File: config.mk
export PLATFORM = sky130hd
export DESIGN_NAME = stream_packet_gen
export DESIGN_NICKNAME = d
export VERILOG_FILES = /design/src/rtl/stream_packet_gen.sv
export SDC_FILE = /design/constraint.sdc
export NUM_CORES = 1
export LEC_CHECK = 0
export BUFFER_PORTS_ARGS = -buffer_cell sky130_fd_sc_hd__buf_2
export CORE_ASPECT_RATIO = 0.75
export CORE_MARGIN = 2
export CORE_UTILIZATION = 45
export CTS_BUF_LIST = sky130_fd_sc_hd__clkbuf_8
export DETAILED_ROUTE_END_ITERATION = 8
export PLACE_DENSITY = 0.67
export REMOVE_ABC_BUFFERS = 1
export SLEW_MARGIN = 20
export SYNTH_ARGS = -nofsm -noshare
export SYNTH_HDL_FRONTEND = slang
export SYNTH_SLANG_ARGS = --single-unit
File: constraint.sdc
create_clock -name sys_clk -period 4.1 [get_ports sys_clk]
set_clock_uncertainty 0.05 [all_clocks]
set_input_delay 0.615 -clock sys_clk [delete_from_list [all_inputs] [get_ports sys_clk]]
set_output_delay 0.615 -clock sys_clk [all_outputs]
set_load 0.02 [all_outputs]
File: src/rtl/stream_packet_gen.sv
// stream_packet_gen: emits one packet of `length` beats per accepted start.
// The payload is seed, seed+1, ... and wraps modulo 2^DATA_WIDTH. A fixed
// idle gap of GAP_CYCLES cycles follows every completed packet.
//
// Ports
//   sys_clk       single clock; all logic on its rising edge
//   sys_rst       synchronous active-high reset
//   start         packet request, sampled only while idle
//   length        packet length in beats (0 = request ignored), latched on start
//   seed          first payload value, latched on start
//   busy          high while sending or in the post-packet gap
//   done          one-cycle pulse after the final beat transfers
//   packets_sent  wrapping count of completed packets
//   source_valid  stream valid (registered)
//   source_last   final beat marker (registered)
//   source_data   beat payload (registered)
//   source_ready  downstream ready
module stream_packet_gen #(
    parameter int DATA_WIDTH = 8,
    parameter int LEN_WIDTH  = 8,
    parameter int GAP_CYCLES = 2,
    parameter int CNT_WIDTH  = 16
) (
    input  logic                  sys_clk,
    input  logic                  sys_rst,
    input  logic                  start,
    input  logic [LEN_WIDTH-1:0]  length,
    input  logic [DATA_WIDTH-1:0] seed,
    output logic                  busy,
    output logic                  done,
    output logic [CNT_WIDTH-1:0]  packets_sent,
    output logic                  source_valid,
    output logic                  source_last,
    output logic [DATA_WIDTH-1:0] source_data,
    input  logic                  source_ready
);

    // Gap counter runs 0 .. GAP_CYCLES-1; kept at least one bit wide so the
    // design still elaborates when the gap is disabled.
    localparam int GAP_W = (GAP_CYCLES > 1) ? $clog2(GAP_CYCLES) : 1;
    localparam logic [GAP_W-1:0] GAP_LAST = (GAP_CYCLES > 0) ? GAP_W'(GAP_CYCLES - 1) : '0;

    typedef enum logic [1:0] {
        IDLE,
        SEND,
        GAP
    } state_t;

    state_t                state_q, state_d;
    logic [LEN_WIDTH-1:0]  len_q, len_d;
    logic [LEN_WIDTH-1:0]  idx_q, idx_d;
    logic [GAP_W-1:0]      gap_q, gap_d;
    logic                  valid_q, valid_d;
    logic                  last_q, last_d;
    logic [DATA_WIDTH-1:0] data_q, data_d;
    logic                  done_q, done_d;
    logic                  busy_q, busy_d;
    logic [CNT_WIDTH-1:0]  cnt_q, cnt_d;

    logic [LEN_WIDTH-1:0]  idx_nxt;
    logic [LEN_WIDTH-1:0]  len_m1;

    always_comb begin
        state_d = state_q;
        len_d   = len_q;
        idx_d   = idx_q;
        gap_d   = gap_q;
        valid_d = valid_q;
        last_d  = last_q;
        data_d  = data_q;
        done_d  = 1'b0;
        cnt_d   = cnt_q;
        idx_nxt = idx_q + LEN_WIDTH'(1);
        len_m1  = len_q - LEN_WIDTH'(1);

        case (state_q)
            IDLE: begin
                if (start && (length != '0)) begin
                    state_d = SEND;
                    len_d   = length;
                    idx_d   = '0;
                    valid_d = 1'b1;
                    data_d  = seed;
                    last_d  = (length == LEN_WIDTH'(1));
                end
            end
            SEND: begin
                if (valid_q && source_ready) begin
                    if (last_q) begin
                        valid_d = 1'b0;
                        last_d  = 1'b0;
                        data_d  = '0;
                        idx_d   = '0;
                        done_d  = 1'b1;
                        cnt_d   = cnt_q + CNT_WIDTH'(1);
                        gap_d   = '0;
                        state_d = (GAP_CYCLES == 0) ? IDLE : GAP;
                    end else begin
                        // Precompute last for the upcoming beat so the output
                        // stays a plain register.
                        idx_d  = idx_nxt;
                        data_d = data_q + DATA_WIDTH'(1);
                        last_d = (idx_nxt == len_m1);
                    end
                end
            end
            GAP: begin
                if (gap_q == GAP_LAST) begin
                    state_d = IDLE;
                end else begin
                    gap_d = gap_q + GAP_W'(1);
                end
            end
            default: begin
                state_d = IDLE;
            end
        endcase

        busy_d = (state_d != IDLE);
    end

    always_ff @(posedge sys_clk) begin
        if (sys_rst) begin
            state_q <= IDLE;
            len_q   <= '0;
            idx_q   <= '0;
            gap_q   <= '0;
            valid_q <= 1'b0;
            last_q  <= 1'b0;
            data_q  <= '0;
            done_q  <= 1'b0;
            busy_q  <= 1'b0;
            cnt_q   <= '0;
        end else begin
            state_q <= state_d;
            len_q   <= len_d;
            idx_q   <= idx_d;
            gap_q   <= gap_d;
            valid_q <= valid_d;
            last_q  <= last_d;
            data_q  <= data_d;
            done_q  <= done_d;
            busy_q  <= busy_d;
            cnt_q   <= cnt_d;
        end
    end

    assign busy         = busy_q;
    assign done         = done_q;
    assign packets_sent = cnt_q;
    assign source_valid = valid_q;
    assign source_last  = last_q;
    assign source_data  = data_q;

endmodule

# Word-level counts from Yosys, hierarchy flattened
# Cells that the tools add are included.
# Widths: inputs -> output; s select.
word_totals:
  reg_bits: 47
  in_bits: 20
  wordCells: 61
classes:
  n_addsub: 5
  n_eq_ne: 7
  n_mux: 24
  bitwise: 2
  reduce_logical: 13
op_table:
  columns: ["operator", "count"]
  rows:
  - ["$mux 8", 6]
  - ["$pmux 8 s2", 2]
  - ["$add 16x1->16 const B", 1]
  - ["$add 8x1->8 const B", 2]
  - ["$reduce_and 3->1", 3]
  - ["$eq 8x1->1 const B", 1]
  - ["$eq 8x8->1", 1]
  - ["$mux 1", 8]
  - ["$mux 2", 4]
  - ["$reduce_bool 8->1", 1]
  - ["$sub 8x1->8 const B", 1]
  - ["$ne 2x2->1 const B", 3]
  - ["$pmux 1 s2", 3]
  - ["$pmux 2 s3", 1]
  - ["$reduce_bool 2->1", 3]
  - ["$reduce_and 4->1", 1]
  - ["$reduce_or 3->1", 1]
  - ["$eq 2x1->1 const B", 1]
  - ["$eq 2x2->1 const B", 1]
  - ["$logic_and 1x1->1", 2]
  - ["$logic_not 2->1", 1]
  - ["$not 1->1", 2]
  - ["$reduce_and 2->1", 1]
  - ["$add 1x1->1 const B", 1]

# Longest topological paths before layout
depth:
  ltp_word: 5
  mapped_depth: 8
  mapped_depth_nobuf: 8

# Worst setup path before layout
# Ideal clock, no wire load.
synth_timing:
  path_kind: "input port to flip-flop"
  from: "input port length[3]"
  to: "register data_q[4], in the netlist source_data[4]"
  arrival_ns: 2.033
  required_ns: 3.922
  setup_slack_ns: 1.889
  cell_stages: 6
  n_path_buf: 1
  cell_sequence: "or4_4 -> o31ai_4 -> a21boi_4 -> buf_6 -> a2bb2oi_1 -> nor2_1"
synth_via:
  elab_chain_len: 4
synth_rtl:
  columns: ["item", "line", "rtl"]
  rows:
  - ["start: declaration", "27", "input logic [LEN_WIDTH-1:0] length,"]
  - ["$reduce_bool 8->1", "78", "if (start && (length != '0)) begin"]
  - ["$logic_and 1x1->1", "78", null]
  - ["$ne 2x2->1 (no source line)", null, null]
  - ["$reduce_and 3->1 (no source line)", null, null]
  - ["end signal: assignment", "141", "data_q <= data_d;"]
  - ["end: declaration", "55", "logic [DATA_WIDTH-1:0] data_q, data_d;"]
# Every way passes these cells.
# A chain may end at the register's enable or synchronous reset.

# Worst setup path in the final report
layout_timing:
  from: "input port length[3]"
  to: "register idx_q[6]"
layout_via:
  elab_chain_len: 4
layout_rtl:
  columns: ["item", "line", "rtl"]
  rows:
  - ["$reduce_bool 8->1", "78", null]
  - ["$logic_and 1x1->1", "78", null]
  - ["$ne 2x2->1 (no source line)", null, null]
  - ["$reduce_and 3->1 (no source line)", null, null]
  - ["end signal: assignment", "137", "idx_q <= idx_d;"]
  - ["end: declaration", "51", "logic [LEN_WIDTH-1:0] idx_q, idx_d;"]
# Every way passes these cells.

==> metrics.csv <==
stage,metric,value,unit
setup_path,Setup CP Type,input port to register,
setup_path,"setup slack, reg-to-reg",2.08,ns
setup_path,Worst path max stage delay,0.56,ns
power,Sequential Power Share,0.538,
routing,number of remaining DRC errors,0,
power,Net Switching,0.261,mW
sta,RSZ-0062 raised after global routing,false,
setup_path,Startpoint Class,input port,
finish,most frequent cells in the layout,"47 x dfxtp_1, 47 x buf_2, 43 x nand2_1",
grt,pin count of the biggest net entering global routing,48,
hold_path,hold_sp,len_q[7],
power,Sw Share,0.285,
power,clock power share,0.285,
setup_path,Buffers & Inverters on Critical Path,1,
finish,diode count,0,
logic_synthesis,mapped cell area,0.00236,mm2
power,Comb power frac,0.177,
power,Total Power,0.916,mW
hold_path,worst hold-check path type,register to register,
run,maxcap violations,0,
place,DPL Wire Length,3.84,mm
setup_path,"delay-heaviest family, CP",compound AO/OA/AOI/OAI gates,
sta,Final Hold Viols,0,
grt,antenna violations before repair,0,
sta,Slew @ Worst Pin,0.877,ns
routing,Antenna Violating Nets Remaining,0,
sta,Slew HR,0.416,
setup_path,cells along the critical path,buf_2 -> or4_4 -> o31ai_4 -> a21boi_4 -> nor3_1 -> a21oi_1 -> nor2_1,
logic_synthesis,library cells used by synthesis,39,
setup_path,CP max stage cell,or4_4,
grt,GRT Util Overall,0.191,
logic_synthesis,Yosys warning total,0,
routing,via count,2138,
logic_synthesis,"EDFF count, synth",0,
setup_path,crit-path max FO,14,
place,PortBufs,47,
floorplan,Starting Density,0.473,
sta,Setup-failing EPs final,0,
clock_network,post-CTS resize count,0,
floorplan,FP Rows,22,
clock_network,"Hold-fix buffers, CTS",0,
floorplan,core area,0.00498,mm2
power,P per Cell Area,336,mW/mm2
logic_synthesis,Main synth FF type,dfxtp_1,
routing,routed len/inst,12.8,um
setup_path,CP required,4.20,ns
clock_network,H-tree Lvls,2,
floorplan,Die Y-Extent,66.7,um
sta,clock period minus worst slack,2.50,ns
setup_path,Setup crit end kind,register,
clock_network,Clock Latency Late Sink,0.29,ns
clock_network,CTS tree,built,
power,Max VDD drop,0.161,mV
power,Pint,0.655,mW
logic_synthesis,post-synthesis sequential area ratio,0.399,
sta,Tcrit/Tclk final,0.609,
finish,share of layout cells above drive strength 1,0.179,
finish,P&R area growth vs syn,15.8,%
logic_synthesis,Post-Syn Instances,294,
logic_synthesis,ys async rst share,0,
logic_synthesis,post-synthesis register bit count,47,
grt,first-pass GRT wire length,8.89,mm
setup_path,CP Launch Point,length[3],
setup_path,worst r2r src,len_q[0],
place,Placed Instances,404,
routing,1st-iter DRT viols,115,
routing,vias per cell,5.19,
logic_synthesis,syn_area_per_cell,8.02,um2
sta,Max Clock Freq,0.400,GHz
clock_network,TritonCTS Sinks,47,
routing,Total Routed Length,5.29,mm
floorplan,full die area,0.00584,mm2
setup_path,Worst EP arrival,2.60,ns
floorplan,I/O Pins,48,
power,Leakage Power,1.12,nW
clock_network,"Clk pin slew, worst setup/hold paths",0.08,ns
sta,sum of negative setup slack,0,ns
floorplan,Chip Width,87.6,um
grt,global route overflow,0,
clock_network,clock root buffer,clkbuf_8,
place,routability congestion estimate,0.815,
routing,Pre-antenna DRT Iters,5,
grt,vias in the first global route,2019,
clock_network,clock tree buffer depth,2,
clock_network,cts bufs inserted,5,
sta,post-route setup slack,1.60,ns
clock_network,"Setup Fix Bufs, Post-CTS",0,
status,status,"complete, no violations",
place,Place WS,1.29,ns
finish,Finished Layout Cells,412,
finish,nets@finish,363,
sta,fin. max-slew vios,0,
## final cells by class
| type | instances | area, um2 |
|---|---|---|
| clock buffers | 5 | 68.8 |
| clock inverters | 3 | 12.5 |
| fillers | 496 | 2250 |
| inverters | 8 | 30.0 |
| multi-input cells | 228 | 1340 |
| flip-flops and latches | 47 | 941 |
| well taps | 72 | 90.1 |
| repair buffers | 49 | 250 |
## per-stage QoR
| stage | hold WS [ns] | cell area, um2 | utilization |
|---|---|---|---|
| 3_5_place_dp | 0.417 | 2650 | 0.532 |
| 6_report | 0.424 | 2730 | 0.548 |
| 3_3_place_gp | 0.409 | 2650 | 0.532 |
| 2_1_floorplan | 0.393 | 2310 | - |
| 4_1_cts | 0.429 | 2730 | 0.548 |
| 5_1_grt | 0.471 | 2730 | 0.548 |
## flip-flops by register name, indices dropped and copies added, names as in the netlist
name and cells:
packets_sent 16, gap_q 1, source_data 8, source_valid 1
source_last 1, done 1, state_q 2, idx_q 8
busy 1, len_q 8
## power groups by stage
| stage | registers [mW] | logic [mW] | clock network, mW |
|---|---|---|---|
| 2_1_floorplan | 0.510 | 0.101 | 0 |
| 4_1_cts | 0.492 | 0.163 | 0.272 |
| 5_1_grt | 0.496 | 0.180 | 0.288 |
| 3_3_place_gp | 0.503 | 0.161 | 0 |
| 6_report | 0.493 | 0.162 | 0.261 |
| 3_5_place_dp | 0.503 | 0.162 | 0 |
## tightest hold or removal path: cells and delay by family, from the launching register on
kind	cells	cell delay, ns
AOI/OAI and AO/OA	1	0.05
DFF	1	0.33
and+or+nand+nor	1	0.05
## cells in the mapped netlist, types with 4 or more instances
cell type,count,area share
xor2_1,13,0.048
inv_1,8,0.013
and3_1,4,0.011
o21ai_0,9,0.019
nor3_1,10,0.021
clkbuf_1,9,0.014
a211oi_1,4,0.013
ha_1,4,0.021
nand4_1,9,0.024
or3_1,8,0.021
nor2_1,37,0.059
nand2_1,43,0.068
a31oi_1,4,0.011
xnor2_1,19,0.071
dfxtp_1,47,0.40
a21oi_1,28,0.059
nand3_1,6,0.013
## routing by layer
layer | vias to the layer above | routed length (um) | GRT usage | share of wire
met2 | 65 | 2160 | 0.306 | 0.41
li1 | 1105 | - | - | -
met1 | 962 | 2710 | 0.258 | 0.51
met5 | - | 0 | 0 | 0
met3 | 6 | 380 | 0.0458 | 0.072
met4 | 0 | 43 | 0.0519 | 0.0081
## logic make-up after synthesis
kind of cell / after synthesis / synth area share
AOI/OAI and AO/OA: 57 / 0.153
DFF: 47 / 0.399
buffers and inverters: 19 / 0.0339
adders and majority gates: 4 / 0.0212
xor gates and xnor gates: 32 / 0.119
and+or+nand+nor: 135 / 0.274
## path summary, 6_finish.rpt
kind                 endpoint  cells past startpoint
setup / recovery     idx_q[6]                      7
hold reg to reg      len_q[7]                      2
setup reg to reg  source_last                      8
hold / removal       len_q[7]                      2
Note: power is estimated with default switching activity, not from simulation.
